**src/rtl/tt_serial_adder_pkg.sv**
```systemverilog
// rtl/tt_serial_adder_pkg.sv - shared types and pin constants for the serial adder
package tt_serial_adder_pkg;

   typedef enum logic [1:0] {
      ST_IDLE = 2'd0,
      ST_RUN  = 2'd1,
      ST_DONE = 2'd2
   } state_t;

   localparam int PIN_START = 0;
   localparam int PIN_MODE  = 1;
   localparam int PIN_CARRY = 4;
   localparam int PIN_BUSY  = 5;
   localparam int PIN_DONE  = 6;
   localparam int PIN_OVF   = 7;

   localparam int WIDTH_MAX = 4;

endpackage

```
**src/rtl/tt_serial_adder_if.sv**
```systemverilog
// rtl/tt_serial_adder_if.sv - tiny-tapeout style pin bundle for the serial adder
interface tt_serial_adder_if;
   logic       ena;
   logic [7:0] ui_in;
   logic [7:0] uio_in;
   logic [7:0] uo_out;
   logic [7:0] uio_out;
   logic [7:0] uio_oe;

   modport master (output ena, ui_in, uio_in, input uo_out, uio_out, uio_oe);
   modport slave  (input ena, ui_in, uio_in, output uo_out, uio_out, uio_oe);
endinterface

```
**src/rtl/serial_fa_cell.sv**
```systemverilog
// rtl/serial_fa_cell.sv - combinational one-bit full adder
module serial_fa_cell (
   input  logic a,
   input  logic b,
   input  logic cin,
   output logic s,
   output logic cout
);
   assign s    = a ^ b ^ cin;
   assign cout = (a & b) | (cin & (a ^ b));
endmodule

```
**src/rtl/tt_um_serial_adder.sv**
```systemverilog
// rtl/tt_um_serial_adder.sv - bit-serial add/subtract unit, LSB first
module tt_um_serial_adder
   import tt_serial_adder_pkg::*;
#(
   parameter int WIDTH = 4
) (
   input  logic               clk,
   input  logic               rst_n,
   tt_serial_adder_if.slave   bus
);
   if (WIDTH < 1 || WIDTH > WIDTH_MAX) begin : g_bad_width
      $error("tt_um_serial_adder: WIDTH must be in 1..4");
   end

   localparam int CW = $clog2(WIDTH + 1);

   state_t           state;
   state_t           state_nx;
   logic [CW-1:0]    cnt;
   logic [WIDTH-1:0] a_q;
   logic [WIDTH-1:0] b_q;
   logic [WIDTH-1:0] sreg;
   logic [WIDTH-1:0] sreg_nx;
   logic [WIDTH-1:0] res_q;
   logic             carry_q;
   logic             mode_q;
   logic             flag_q;
   logic             ovf_q;
   logic             start;
   logic             mode;
   logic             last;
   logic             fa_s;
   logic             fa_cout;
   logic             unused_in;

   assign start = bus.uio_in[PIN_START];
   assign mode  = bus.uio_in[PIN_MODE];
   assign last  = (cnt == CW'(WIDTH - 1));

   // Sum bit enters at the MSB; after WIDTH shifts the LSB has reached bit 0.
   assign sreg_nx = WIDTH'({fa_s, sreg} >> 1);

   serial_fa_cell u_fa (
      .a    (a_q[cnt]),
      .b    (b_q[cnt]),
      .cin  (carry_q),
      .s    (fa_s),
      .cout (fa_cout)
   );

   // State register
   always_ff @(posedge clk) begin
      if (!rst_n) state <= ST_IDLE;
      else        state <= state_nx;
   end

   // Next-state: accept start when idle or done, finish after WIDTH enabled bits
   always_comb begin
      state_nx = state;
      case (state)
         ST_IDLE, ST_DONE: if (bus.ena && start) state_nx = ST_RUN;
         ST_RUN:           if (bus.ena && last)  state_nx = ST_DONE;
         default:          state_nx = ST_IDLE;
      endcase
   end

   // Datapath: operand capture, one full-adder bit per enabled RUN edge, result load
   always_ff @(posedge clk) begin
      if (!rst_n) begin
         cnt     <= '0;
         a_q     <= '0;
         b_q     <= '0;
         sreg    <= '0;
         res_q   <= '0;
         carry_q <= 1'b0;
         mode_q  <= 1'b0;
         flag_q  <= 1'b0;
         ovf_q   <= 1'b0;
      end else if (bus.ena) begin
         case (state)
            ST_IDLE, ST_DONE: begin
               if (start) begin
                  a_q     <= bus.ui_in[WIDTH-1:0];
                  // Subtract is A + ~B + 1: invert here, carry-in comes from the preload
                  b_q     <= mode ? ~bus.ui_in[4+WIDTH-1:4] : bus.ui_in[4+WIDTH-1:4];
                  mode_q  <= mode;
                  carry_q <= mode;
                  cnt     <= '0;
               end
            end
            ST_RUN: begin
               sreg    <= sreg_nx;
               carry_q <= fa_cout;
               cnt     <= cnt + 1'b1;
               if (last) begin
                  res_q  <= sreg_nx;
                  flag_q <= mode_q ? ~fa_cout : fa_cout;
                  ovf_q  <= carry_q ^ fa_cout;
               end
            end
            default: ;
         endcase
      end
   end

   assign bus.uo_out  = {ovf_q, state == ST_DONE, state == ST_RUN, flag_q, 4'(res_q)};
   assign bus.uio_out = 8'h00;
   assign bus.uio_oe  = 8'h00;
   assign unused_in   = ^{bus.ui_in, bus.uio_in[7:2]};
endmodule

```
**src/flat_wrapper.sv**
```systemverilog
// flat-port wrapper written by rule: the top's interface ports become plain ports
module tt_um_serial_adder_flat import tt_serial_adder_pkg::*;
#(
   parameter int WIDTH = 4
)
  (clk, rst_n, bus_ena, bus_ui_in, bus_uio_in, bus_uo_out, bus_uio_out, bus_uio_oe);
  tt_serial_adder_if bus_i ();
  input  logic clk;
  input  logic rst_n;
  input wire logic [$bits(bus_i.ena)-1:0] bus_ena;
  input wire logic [$bits(bus_i.ui_in)-1:0] bus_ui_in;
  input wire logic [$bits(bus_i.uio_in)-1:0] bus_uio_in;
  output wire logic [$bits(bus_i.uo_out)-1:0] bus_uo_out;
  output wire logic [$bits(bus_i.uio_out)-1:0] bus_uio_out;
  output wire logic [$bits(bus_i.uio_oe)-1:0] bus_uio_oe;
  assign bus_i.ena = bus_ena;
  assign bus_i.ui_in = bus_ui_in;
  assign bus_i.uio_in = bus_uio_in;
  assign bus_uo_out = bus_i.uo_out;
  assign bus_uio_out = bus_i.uio_out;
  assign bus_uio_oe = bus_i.uio_oe;
  tt_um_serial_adder #(.WIDTH(WIDTH)) u_core (.clk(clk), .rst_n(rst_n), .bus(bus_i));
endmodule
```
**config.mk**
```make
export PLATFORM = sky130hd
export DESIGN_NAME = tt_um_serial_adder_flat
export DESIGN_NICKNAME = d
export VERILOG_FILES = /design/src/rtl/tt_serial_adder_pkg.sv /design/src/rtl/tt_serial_adder_if.sv /design/src/rtl/serial_fa_cell.sv /design/src/rtl/tt_um_serial_adder.sv /design/src/flat_wrapper.sv
export SDC_FILE = /design/constraint.sdc
export NUM_CORES = 1
export LEC_CHECK = 0
export ABC_AREA = 1
export CELL_PAD_IN_SITES_DETAIL_PLACEMENT = 1
export CELL_PAD_IN_SITES_GLOBAL_PLACEMENT = 1
export CORE_AREA = 2 2 55 82
export DETAILED_ROUTE_END_ITERATION = 10
export DIE_AREA = 0 0 57 84
export GPL_TIMING_DRIVEN = 0
export PLACE_DENSITY = 0.88
export RECOVER_POWER = 100
export SETUP_SLACK_MARGIN = 0.2
export SLEW_MARGIN = 20
export SYNTH_ARGS = -nofsm -noshare
export SYNTH_HDL_FRONTEND = slang
export SYNTH_HIERARCHICAL = 1
export SYNTH_SLANG_ARGS = --single-unit
```
**constraint.sdc**
```tcl
create_clock -name clk -period 4.7 [get_ports clk]
set_input_delay 0.94 -clock clk [delete_from_list [all_inputs] [get_ports clk]]
set_output_delay 0.94 -clock clk [all_outputs]
set_load 0.01 [all_outputs]
```
Word level (Yosys, flattened, before mapping)
Index checks and enable logic that the tools add are counted.

Magnitude comparators: 1. Eq/ne operators: 6. Multiply operators: 0. Shift-type cells: 0. Bitwise gates (word level): 8. Div/mod/pow operators: 0. Add/subtract/negate cells: 1. Multiplexer cells: 13. Reductions and logical operators: 10.

Operators with widths (count): 3-bit AND reduction (3); 3-bit one-hot mux with 2 select lines (1); 1-bit binary-select mux with 2-bit select (2); 1-bit 2-to-1 mux (4); 2-bit 2-to-1 mux (2); 4-bit 2-to-1 mux (1); 2-bit by 1-bit inequality test with 1-bit output, second input constant (2); 4-bit NOT (1); 2-bit one-hot mux with 2 select lines (1); 2-bit AND reduction (2); 3-bit by 1-bit adder with 3-bit output, second input constant (1); 3-bit by 2-bit == test with 1-bit output, second input constant (1); 3-bit less-than comparator, second input constant (1); 3-bit 2-to-1 mux (1); 1-bit bitwise XOR (3); 1-bit AND (2); 2-bit by 1-bit == test with 1-bit output, second input constant (1); 2-bit == test, second input constant (1); 1-bit logical AND (2); 2-bit logical NOT (1); 2-bit inequality test, second input constant (1); 1-bit one-hot mux with 2 select lines (1); 2-bit nonzero test (1); 2-bit OR reduction (1); 2 further kinds (2).

Memories: 0. Latch bits: 0. Bits in writable memories: 0. Input bits: 19. Logic and storage cells: 49. Register bits after elaboration: 25. Output and inout port bits: 24. ROM bits: 0.

Depth between registers and ports, before layout
Gate-level depths: netlist (run 1).

Depth in word-level cells: 7. Depth in mapped cells: 10. Mapped depth without buffers: 10.

Modules after synthesis
Netlist (run 1), hierarchy kept.

Modules (own cells, without submodules): tt_um_serial_adder (area an instance 1275.0 um2, cells an instance 195, times used 1); serial_fa_cell (area an instance 20.0 um2, cells an instance 1, times used 1).

Worst setup path after synthesis (run 1)
OpenSTA, ideal clock, no wires.

Path kind: reg2out. Start: reg u_core.state[0]. End: out bus_uo_out[5]. Slack: 2.958 ns. Data required time: 3.760 ns. Cell stages (with the launch flop): 4. Data arrival time: 0.802 ns. Cells stage by stage: dfxtp_1 nand2_2 inv_1 buf_4.

Cells in the longest elaborated chain, start to end: 1.

RTL lines: start, declared (RTL line tt_um_serial_adder.sv:17) `state_t state;`; start signal, assigned (RTL line tt_um_serial_adder.sv:54) `else state <= state_nx;`; 2-bit by 1-bit == test with 1-bit output (RTL line tt_um_serial_adder.sv:106) `assign bus.uo_out = {ovf_q, state == ST_DONE, state == ST_RUN, flag_q, 4'(res_q)};`; end, declared (RTL line flat_wrapper.sv:13) `output wire logic [$bits(bus_i.uo_out)-1:0] bus_uo_out;`.

No other way between the ends.

Worst setup path in the final report (run 1)
Same ends and word-level chain as after synthesis.

==> results by group, run 1 <==
Die
  – Std cell rows: 29
  – Die outline width: 57 µm
  – DIE AREA: 4790 µm²
  – Die height: 84 µm
  – Initial Utilization: 0.313
  – Core Area: 4140 µm²
  – I/O Pins: 43

Clock tree
  – CTS Sinks: 24
  – Post-CTS Resized: 0
  – Post-CTS Setup Repair Bufs: 0
  – CTS tree: built
  – Reg clk slew, reported paths: 0.09 ns
  – Num CTS Buffers: 3
  – Clock Latency Late Sink: 0.26 ns
  – Clock H-tree levels: 1
  – Root Buffer: clkbuf_8
  – Clk buf depth: 2
  – CTS Hold Bufs: 0

Detailed routing
  – Antenna-violating nets left: 0
  – WL final: 2960 µm
  – Vias: 1256
  – Drt wl/cell: 10.6 µm
  – Drt first-iter violations: 20
  – Residual DRC: 0
  – Drt first pass iters: 4
  – Drt via density: 4.49

Flow run
  – Max_cap viols: 0

Critical path
  – Crit path capture type: output pin
  – CP Class: flip-flop to output pin
  – CP required: 3.76 ns
  – Worst-path fanout max: 7
  – Critical path data arrival time: 1.82 ns
  – Crit start category: flip-flop

Synth
  – Synth Flop Type: dfxtp_1
  – YS warnings: 6
  – Register area share after synthesis: 0.371
  – Synth Register Bits: 24
  – Avg Synthesized Cell Area: 6.61 µm²
  – Cell count after synthesis: 196
  – Number of synthesized flops with an enable pin: 0
  – Mapped Area: 1290 µm²
  – Yosys cell types: 21
  – FFs w/ async S/R, synth: 0

Layout
  – Area of the multi-input gates: 624 µm²
  – Fillers: 565
  – Area grow syn2layout: 27.1%
  – Design area: 1650 µm²
  – N_diodes: 0
  – Layout cell share with drive strength beyond 1: 0.120
  – # nets final: 257
  – Most frequent cells in the layout: 54 x nand2_1, 39 x nor2_1, 24 x dfxtp_1, 20 x buf_4, 18 x inv_1
  – Most common cell after layout, fill and taps aside: nand2_1
  – Register area: 480 µm²

Global route
  – Initial antenna violation count: 0
  – Largest net degree at the start of global routing: 14
  – GRT overflow: 0
  – Total track usage: 0.130
  – Vias in the first global route: 1191
  – First-pass GRT wire length: 5000 µm

Power
  – Cell Pwr Density: 273 nW/µm²
  – VDD IR max: 0.118 mV
  – Leakage power: 0.000810 µW

Outcome
  – Run status: finished, final reports clean

Placed design
  – DP Area: 1600 µm²
  – Detailed Place HPWL: 2290 µm
  – PortBufs: 19
  – GP Congestion: 0.788

Timing
  – Final hold vios: 0
  – Hold Slack: 0.471 ns
  – Fin crit period: 2.76 ns
  – Clock Skew: 0.00151 ns
  – Slew Viols, Final: 0
  – Max Clk Rate: 363 MHz
  – Setup-failing EPs final: 0
  – RSZ-0062 raised after global routing: no
  – Setup TNS: 0 ns
  – Final period utilization: 0.587

Hold path
  – Min-delay worst type: flip-flop to flip-flop
area by class of cell:
class / count / share of cell area
Multi-Input combinational cell: 144 / 0.379
Sequential cell: 24 / 0.292
Timing Repair Buffer: 19 / 0.116
Buffer: 23 / 0.0989
Inverter: 20 / 0.0456
Tap cell: 46 / 0.0350
Clock buffer: 4 / 0.0335
metal layers:
layer	routed length [µm]	vias to the layer above	GRT usage
met5	0	-	0
met4	25	0	0.0444
met3	117	2	0.0186
met2	1610	27	0.243
met1	1210	589	0.143
li1	-	638	-
critical path: stages, from the launching register on:
cell,delay [ns]
dfxtp_1,0.45
nand2_1,0.25
inv_1,0.22
buf_4,0.13
clkdlybuf4s50_1,0.52
sequential cells by signal, summed over array words and instances (netlist names):
| register | flops |
|---|---|
| u_core/mode_q | 1 |
| u_core/state | 2 |
| u_core/b_q | 4 |
| u_core/sreg | 3 |
| u_core/carry_q | 1 |
| u_core/res_q | 4 |
| u_core/a_q | 4 |
| u_core/cnt | 3 |
| u_core/flag_q | 1 |
| u_core/ovf_q | 1 |
where the power goes:
group	leakage, µW	total (µW)	switching, µW	internal (µW)
logic	0.000586	88.6	50.0	38.6
clock network	0.0000288	142	67.3	74.8
registers	0.000196	219	7.12	212
total	0.000810	450	124	326
metrics by stage:
stage	worst slack, ns	util	cells	total power (µW)
after CTS	2.03	0.400	280	456
final	1.94	0.398	280	450
after floorplan	2.96	-	211	285
after detailed placement	2.34	0.387	276	313
after global placement	2.36	0.387	276	309
after global routing	1.81	0.398	280	478
cell families after synthesis:
| family | count (synthesis) | share of synthesized area |
|---|---|---|
| adder cells (fa/ha/maj) | 3 | 0.0348 |
| flip-flops | 24 | 0.371 |
| other | 1 | 0.00290 |
| AND/OR/NAND/NOR | 105 | 0.328 |
| buffers and inverters | 43 | 0.185 |
| AO/OA/AOI/OAI | 20 | 0.0792 |
path summary, 6_finish.rpt:
check | start | end | slack (ns) | cells past startpoint
worst max-delay path | u_core/state[0] | bus_uo_out[5] | 1.94 | 4
worst min-delay path | u_core/b_q[2] | u_core/b_q[2] | 0.47 | 2
worst max register to register | u_core/cnt[0] | u_core/ovf_q | 2.83 | 10
worst min register to register | u_core/b_q[2] | u_core/b_q[2] | 0.47 | 2
synthesized netlist by cell type (2+ instances only):
| cell type | instances | area, µm² |
|---|---|---|
| a21oi_1 | 9 | 45.0 |
| buf_2 | 2 | 10.0 |
| buf_4 | 20 | 150 |
| dfxtp_1 | 24 | 480 |
| ha_1 | 2 | 25.0 |
| inv_1 | 18 | 67.6 |
| nand2_1 | 53 | 199 |
| nand3_1 | 9 | 45.0 |
| nor2_1 | 39 | 146 |
| o21ai_0 | 8 | 40.0 |
| o22ai_1 | 2 | 12.5 |
Power figures use the tool's default switching activity.
==> run 2, diff against run 1 <==
--- a/config.mk
+++ b/config.mk
@@ -8,11 +8,11 @@
 export ABC_AREA = 1
 export CELL_PAD_IN_SITES_DETAIL_PLACEMENT = 1
 export CELL_PAD_IN_SITES_GLOBAL_PLACEMENT = 1
-export CORE_AREA = 2 2 55 82
+export CORE_AREA = 2 2 56 85
 export DETAILED_ROUTE_END_ITERATION = 10
-export DIE_AREA = 0 0 57 84
+export DIE_AREA = 0 0 58 87
 export GPL_TIMING_DRIVEN = 0
-export PLACE_DENSITY = 0.88
+export PLACE_DENSITY = 0.84
 export RECOVER_POWER = 100
 export SETUP_SLACK_MARGIN = 0.2
 export SLEW_MARGIN = 20
==> constraint.sdc (replaced) <==
create_clock -name clk -period 2.81 [get_ports clk]
set_input_delay 0.562 -clock clk [delete_from_list [all_inputs] [get_ports clk]]
set_output_delay 0.562 -clock clk [all_outputs]
set_load 0.01 [all_outputs]
==> run 2 against run 1 <==
Critical endpoint unchanged. Critical path type unchanged. Core utilization is 2.2 points lower. Final cell count increased by 0.36%. Via count decreased by 3.3%. Total power is 58% higher. Count of clock-buffer cells in the layout is 1 lower. Critical path depth stayed put. Largest power group unchanged. Setup slack got worse by 1.5 ns.
==> results by group, run 2 (synthesis gave the netlist of run 1 again) <==
Timing
  – Slew at the pin closest to its max-slew limit: 0.612 ns
  – Final period utilization: 0.836
  – Final hold vios: 0 (unchanged)
  – Setup TNS: 0 ns (unchanged)
  – Rel. slew slack: 0.590
  – Worst setup margin: 0.460 ns (-1.48 ns)
  – Fin crit period: 2.35 ns
  – Slew Viols, Final: 0 (unchanged)
  – RSZ-0062 raised after global routing: no
  – Setup-failing EPs final: 0 (unchanged)
  – Clock Skew: 0.00478 ns (+0.00326 ns)
  – Hold Slack: 0.473 ns (+0.00157 ns)
  – Max Clk Rate: 426 MHz

Critical path
  – CP Class: flip-flop to output pin
  – Crit-path max cell delay: 0.51 ns (about the same)
  – Critical path data arrival time: 1.79 ns (-0.03 ns)
  – Worst-path fanout max: 7 (unchanged)
  – CP cell instances: nand2_1 > inv_1 > buf_4 > clkdlybuf4s50_1
  – Crit start category: flip-flop
  – Crit path max-delay cell type: clkdlybuf4s50_1
  – CP required: 2.25 ns (-1.51 ns)
  – Crit path capture type: output pin

Die
  – DIE AREA: 5050 µm² (+5.4%)
  – I/O Pins: 43 (unchanged)
  – Std cell rows: 30 (+3.4%)
  – Initial Utilization: 0.297 (-0.0157)
  – Die outline width: 58 µm (+1.8%)
  – Die height: 87 µm (+3.6%)
  – Core Area: 4350 µm² (+5.3%)

Layout
  – Area grow syn2layout: 26.5%
  – N_diodes: 0 (unchanged)
  – Design area: 1640 µm² (-0.46%)
  – # nets final: 257 (unchanged)
  – Area of the multi-input gates: 627 µm² (+0.40%)
  – Most frequent cells in the layout: 54 x nand2_1, 40 x nor2_1, 24 x dfxtp_1, 20 x buf_4, 18 x inv_1
  – Layout cell share with drive strength beyond 1: 0.120 (+0.000514)
  – Biggest regs: u_core/a_q (4), u_core/b_q (4), u_core/res_q (4)
  – Most common cell after layout, fill and taps aside: nand2_1
  – Register area: 480 µm² (unchanged)
  – Fillers: 584 (+3.4%)

Placed design
  – GP Congestion: 0.779 (-1.1%)
  – DP Area: 1600 µm² (+0.16%)
  – PortBufs: 19 (unchanged)
  – Detailed Place HPWL: 2310 µm (+0.98%)
  – Dpl ws: 0.817 ns (-1.52 ns)

Global route
  – First-pass GRT wire length: 5180 µm (+3.6%)
  – GRT overflow: 0 (unchanged)
  – Initial antenna violation count: 0 (unchanged)
  – Vias in the first global route: 1236 (+3.8%)
  – Total track usage: 0.131 (+0.00145)
  – Largest net degree at the start of global routing: 13 (-1)

Clock tree
  – Post-CTS Setup Repair Bufs: 0 (unchanged)
  – CTS tree: built
  – Clk buf depth: 2 (unchanged)
  – Root Buffer: clkbuf_8
  – Clock H-tree levels: 1 (unchanged)
  – Clock Latency Late Sink: 0.26 ns (about the same)
  – CTS Sinks: 24 (unchanged)
  – Reg clk slew, reported paths: 0.08 ns (about the same)
  – Num CTS Buffers: 3 (unchanged)
  – Post-CTS Resized: 0 (unchanged)
  – CTS Hold Bufs: 0 (unchanged)

Power
  – Cell Pwr Density: 435 nW/µm² (+59%)
  – Power Total: 712 µW (+58%)
  – Leakage power: 0.000806 µW (-0.45%)
  – VDD IR max: 0.250 mV (+110%)

Detailed routing
  – Drt first pass iters: 4 (unchanged)
  – Drt via density: 4.32 (-3.7%)
  – Vias: 1214 (-3.3%)
  – WL final: 2850 µm (-3.7%)
  – Drt wl/cell: 10.1 µm (-4.0%)
  – Drt first-iter violations: 19 (-5.0%)
  – Residual DRC: 0 (unchanged)
  – Antenna-violating nets left: 0 (unchanged)

Flow run
  – Max_cap viols: 0 (unchanged)

Hold path
  – Min-delay worst type: flip-flop to flip-flop

Outcome
  – Run status: finished, final reports clean
run 2: cell types whose count changed in the layout (fill, tap and decap cells not counted), sizes merged:
cell,previous run,this run
buf,21,22
clkbuf,6,4
run 2: layout make-up:
cell class / instances / share of cell area
clock buffer: 3 / 0.0252
multi-input combinational: 144 / 0.383
tap: 48 / 0.0367
sequential: 24 / 0.293
inverter: 20 / 0.0458
timing repair buffer: 19 / 0.116
buffer: 23 / 0.100
run 2: metrics by stage:
stage,utilization,instances
floorplan,-,211
global placement,0.368,278
detailed placement,0.368,278
CTS,0.377,281
global route,0.376,281
finish,0.376,281
run 2: path summary, 6_finish.rpt:
path | from | endpoint | slack (ns) | cells past startpoint
min reg2reg | u_core/b_q[2] | u_core/b_q[2] | 0.47 | 2
min | u_core/b_q[2] | u_core/b_q[2] | 0.47 | 2
max reg2reg | u_core/cnt[0] | u_core/ovf_q | 0.93 | 10
max | u_core/state[0] | bus_uo_out[5] | 0.46 | 4
run 2: report_power, final:
part	leakage (µW)	switching, µW	internal (µW)	total [µW]
Clock	0.0000216	103	95.7	199
Combinational	0.000589	82.1	64.9	147
Sequential	0.000196	11.8	355	367
Total	0.000806	197	515	712
run 2: worst max-delay path: cells and delay by family (launching register included):
family	cells	cell delay, ns
flip-flops	1	0.43
buffers and inverters	3	0.84
AND/OR/NAND/NOR	1	0.24
run 2: layer usage:
layer | vias up | share of wire | track usage
met1 | 535 | 0.39 | 0.134
met2 | 33 | 0.54 | 0.252
met5 | - | 0 | 0
met3 | 4 | 0.041 | 0.0178
met4 | 0 | 0.020 | 0.0634
li1 | 642 | - | -
==> run 3, diff against run 2 <==
==> constraint.sdc (replaced) <==
create_clock -name clk -period 2.3 [get_ports clk]
set_input_delay 0.46 -clock clk [delete_from_list [all_inputs] [get_ports clk]]
set_output_delay 0.46 -clock clk [all_outputs]
set_load 0.01 [all_outputs]
==> run 3 against run 2 <==
Design area increased by 0.53%. Register-to-register slack got worse by 0.51 ns. Largest cell class unchanged. Sequential share of layout area decreased by 0.080 points. Sequential cell count unchanged. Critical endpoint unchanged. Wire length unchanged. Via count increased by 0.16%. Worst hold slack about the same.
==> results by group, run 3 (synthesis gave the netlist of run 1 again) <==
Detailed routing
  – Routed met3 length: 116 µm (-1.7%)
  – Residual DRC: 0 (unchanged)
  – Wl on met1: 1120 µm (+0.27%)
  – Met2 WL: 1550 µm (unchanged)
  – Vias: 1216 (+0.16%)
  – Drt wl/cell: 10.1 µm (unchanged)
  – Drt first-iter violations: 22 (+3)
  – Drt via density: 4.33 (+0.16%)
  – Antenna-violating nets left: 0 (unchanged)
  – Top Layer Used: met4
  – WL final: 2850 µm (unchanged)
  – Drt first pass iters: 3 (-1)

Layout
  – N_diodes: 0 (unchanged)
  – Area grow syn2layout: 27.1%
  – Biggest regs: u_core/a_q (4), u_core/b_q (4), u_core/res_q (4)
  – Fillers: 581 (-0.51%)
  – Layout cell share with drive strength beyond 1: 0.129 (+0.00858)
  – Most common cell after layout, fill and taps aside: nand2_1
  – Most frequent cells in the layout: 53 x nand2_1, 40 x nor2_1, 23 x dfxtp_1, 20 x buf_4, 18 x inv_1
  – Post-layout util: 0.378 (+0.00201)
  – # nets final: 257 (unchanged)
  – Design area: 1650 µm² (+0.53%)

Clock tree
  – Reg clk slew, reported paths: 0.08 ns (about the same)
  – CTS tree: built
  – Root Buffer: clkbuf_8
  – Clk buf depth: 2 (unchanged)
  – Clock H-tree levels: 1 (unchanged)
  – CTS Hold Bufs: 0 (unchanged)
  – Clock Latency Late Sink: 0.26 ns (about the same)
  – Num CTS Buffers: 3 (unchanged)
  – CTS Sinks: 24 (unchanged)

Timing
  – Final hold vios: 0 (unchanged)
  – RSZ-0062 raised after global routing: yes
  – Slew Viols, Final: 0 (unchanged)
  – Setup-failing EPs final: 0 (unchanged)
  – Slew at the pin closest to its max-slew limit: 0.614 ns (+0.00175 ns)
  – Final period utilization: 0.894
  – Rel. slew slack: 0.589 (-0.00117)
  – Max Clk Rate: 486 MHz
  – Clock Skew: 0.00473 ns (-0.0000436 ns)
  – Setup TNS: 0 ns (unchanged)
  – Fin crit period: 2.06 ns

Flow run
  – Max_cap viols: 0 (unchanged)

Hold path
  – Min-delay worst type: flip-flop to flip-flop
  – Worst Hold Depth: 2 (unchanged)

Global route
  – Initial antenna violation count: 0 (unchanged)
  – GRT overflow: 0 (unchanged)
  – Vias in the first global route: 1236 (unchanged)
  – Total track usage: 0.131 (unchanged)
  – First-pass GRT wire length: 5180 µm (unchanged)
  – Largest net degree at the start of global routing: 13 (unchanged)

Die
  – I/O Pins: 43 (unchanged)
  – Die height: 87 µm (unchanged)
  – Core Area: 4350 µm² (unchanged)
  – Initial Utilization: 0.297 (unchanged)
  – DIE AREA: 5050 µm² (unchanged)
  – Std cell rows: 30 (unchanged)
  – Die outline width: 58 µm (unchanged)

Critical path
  – CP required: 1.84 ns (-0.41 ns)
  – Crit start category: flip-flop
  – Crit path capture type: output pin
  – CP Class: flip-flop to output pin
  – Critical path data arrival time: 1.60 ns (-0.19 ns)
  – Worst-path fanout max: 7 (unchanged)
  – Worst r2r path cells: 10 (unchanged)

Power
  – VDD IR max: 0.306 mV (+22%)
  – Leakage power: 0.000808 µW (+0.18%)
  – Cell Pwr Density: 530 nW/µm² (+22%)

Placed design
  – GP Congestion: 0.779 (unchanged)
  – Detailed Place HPWL: 2310 µm (unchanged)
  – PortBufs: 19 (unchanged)
  – DP Area: 1600 µm² (unchanged)

Outcome
  – Run status: finished, final reports clean
## run 3: cell count changes in the layout (fill, tap and decap cells not counted)
| cell | before | now |
|---|---|---|
| dfxtp_1 | 24 | 23 |
| dfxtp_2 | 0 | 1 |
| nand2_1 | 54 | 53 |
| nand2_4 | 0 | 1 |
## run 3: what timing repair did
item,in CTS,in global routing
pin swaps,0,0
gates resized for setup,2,2
setup endpoints to repair,1,3
buffers inserted,0,0
## run 3: metal layers
layer	up-vias	track usage
met4	0	0.0634
met1	540	0.134
met2	31	0.252
met3	4	0.0178
li1	641	-
met5	-	0
## run 3: final cells by class
type                    count  area, µm²  area share
clock buffers               3       41.3      0.0251
repair buffers             19        190       0.116
flip-flops and latches     24        482       0.293
plain buffers              23        164      0.0995
multi-input cells         144        634       0.385
well taps                  48       60.1      0.0365
inverters                  20       75.1      0.0456
## run 3: power breakdown
group	switching (µW)	internal (µW)	leakage [µW]
Sequential	15.1	434	0.000196
Clock	126	117	0.0000216
Combinational	100	80.2	0.000590
## run 3: through the flow
stage | instances | hold WS [ns] | power [µW] | worst slack (ns)
final | 281 | 0.473 | 873 | 0.243
after floorplan | 211 | 0.441 | 583 | 0.697
after global placement | 278 | 0.450 | 632 | 0.410
after CTS | 281 | 0.476 | 887 | 0.252
after detailed placement | 278 | 0.464 | 641 | 0.409
after global routing | 281 | 0.496 | 936 | 0.119
## run 3: final timing paths
kind,start,to,slack (ns)
setup / recovery,u_core/state[1],bus_uo_out[5],0.24
hold / removal,u_core/b_q[2],u_core/b_q[2],0.47
setup reg to reg,u_core/cnt[0],u_core/ovf_q,0.42
hold reg to reg,u_core/b_q[2],u_core/b_q[2],0.47
## run 3: worst max-delay path: stages, from the launching register on
cell	delay, ns
dfxtp_1	0.31
inv_1	0.13
nand2_4	0.11
inv_1	0.15
buf_4	0.13
clkdlybuf4s50_1	0.51
==> variant: new RTL, config.mk and constraints of run 2 <==
Encoding of `state_t`: now one-hot (3 bits for 3 states).
--- a/src/rtl/tt_serial_adder_pkg.sv
+++ b/src/rtl/tt_serial_adder_pkg.sv
@@ -3,6 +3,6 @@
 
-   typedef enum logic [1:0] {
-      ST_IDLE = 2'd0,
-      ST_RUN  = 2'd1,
-      ST_DONE = 2'd2
+   typedef enum logic [2:0] {
+      ST_IDLE = 3'b001,
+      ST_RUN  = 3'b010,
+      ST_DONE = 3'b100
    } state_t;
Formal check against the unedited RTL: same outputs for any inputs over 10 cycles, from zero or initial values and one cycle with rst_n low; not proved beyond that.
==> variant against run 2 <==
- clock power grew 6%
- critical path depth is 1 higher
- cell area increased by 0.92%
- final cell count shrank 6.0%
- sequential cell count increased by 1
- die area did not move
- area after synthesis up 3.0%
- worst setup slack gained 85 ps
- total power increased by 17%
- routed wire length rose by 2.9%
- critical path type unchanged
- largest power group unchanged
- highest routed layer unchanged
==> variant: results (changes against run 2) <==
| Metric | Value |
|---|---|
| Wl on met1 | `1.22 mm (+8.9%)` |
| Met2 usage | `23.7% (-1.5 points)` |
| Clock-cell share | `2.80% (+0.28 points)` |
| Routed WL per cell | `11.1 µm (+9.5%)` |
| Clk_lat worst skew | `~270 ps` |
| Capturing point of the worst reg2reg path | `u_core/carry_q$_SDFFE_PN0P_` |
| GP Congestion | `0.732 (-6.0%)` |
| Number of library cell types mapped by synthesis | `25 (+19%)` |
| Peak supply drop | `0.208 mV (-17%)` |
| Slowest library cell on the worst path | `clkdlybuf4s50_1` |
| Nets | `239 (-7.0%)` |
| DR WL met3 | `111 µm (-5.9%)` |
| Ys Warns | `6 (unchanged)` |
| HP Start | `u_core/res_q[1]$_SDFFE_PN0P_` |
| Buffering overhead | `21.6% (-0.045 points)` |
| Signal buffers | `43 (+2.4%)` |
| Filler cell count in the final layout | `558 (-4.5%)` |
| First-pass GRT wire length | `5.15 mm (-0.52%)` |
| Sequential cell area share | `30.3% (+0.94 points)` |
| Hold buffer count at CTS | `0 (unchanged)` |
| Met2 wire length | `1.57 mm (+1.5%)` |
| GR met3 Demand/Resource | `1.78% (unchanged)` |
| Crit-path max cell delay | `around 520 ps` |
| Inverter count | `14 (-30%)` |
| Post-synth top cells | `dfxtp_1, nand2_1, nor2_1, a21oi_1, buf_4` |
| Ratio of cells with drive above 1 in the final layout | `14.4% (+2.3 points)` |
| Reg2reg start | `u_core/cnt[0]$_SDFFE_PN0P_` |
| Sequential fraction of the synthesis area | `37.5% (+0.42 points)` |
| Synth Register Bits | `25 (+4.2%)` |
| CP arrival | `1700 ps (-90 ps)` |
| Routing usage on met1 | `14.8% (+1.4 points)` |
| Status | `completed` |
| Leak | `0.787 nW (-2.3%)` |
| Multi-input gates | `130 (-9.7%)` |
| Crit path launch | `u_core/state[2]$_SDFFE_PN0P_` |
| Worst Reg-to-Reg Cells | `8 (-2)` |
| DR vias | `1182 (-2.6%)` |
| CTS clk-pin slew, worst paths | `90 ps` |
| Worst path top cell family by delay | `buffers and inverters` |
| Hold Path Stages | `2 (unchanged)` |
| Asr flop ratio synth | `0% (unchanged)` |
| Worst clock skew | `8.40 ps (+3.62 ps)` |
| DR iter-0 viols | `11 (-8)` |
| Post-detail-place hpwl | `2.29 mm (-0.96%)` |
| GRT Total Usage | `13.0% (-0.079 points)` |
| WHS Endpoint | `u_core/res_q[1]$_SDFFE_PN0P_` |
| Multi-input logic area | `636 µm² (+1.4%)` |
| Top post-synthesis cells by area | `dfxtp_1, buf_4, a21oi_1` |
| Largest net degree at the start of global routing | `15 (+2)` |
| CTS H-tree depth | `1 (unchanged)` |
| Reg-to-reg setup timing slack | `980 ps (+50 ps)` |
==> variant: where the power goes <==
group,total [W],switching [W],internal (W)
clock network,0.000210,0.000111,0.0000991
registers,0.000405,0.0000217,0.000383
logic,0.000221,0.000128,0.0000936
total,0.000837,0.000261,0.000576
==> variant: through the flow <==
stage / utilization, % / instances / worst slack (ps) / hold WS (ps) / cell area, µm²
4_1_cts: 38.7 / 264 / 560 / 475 / 1690
3_3_place_gp: 37.7 / 260 / 814 / 449 / 1640
5_1_grt: 38.0 / 264 / 451 / 494 / 1650
6_report: 38.0 / 264 / 545 / 465 / 1650
2_1_floorplan: - / 193 / 1200 / 440 / 1390
3_5_place_dp: 37.7 / 260 / 807 / 461 / 1640
==> variant: cells by family after synthesis <==
kind of cell / share of synthesized area (%)
other cells: 0.281
fa+ha+maj: 3.38
buf+inv: 17.4
simple gates: 20.6
compound gates: 16.9
xor+xnor: 3.94
flops: 37.5
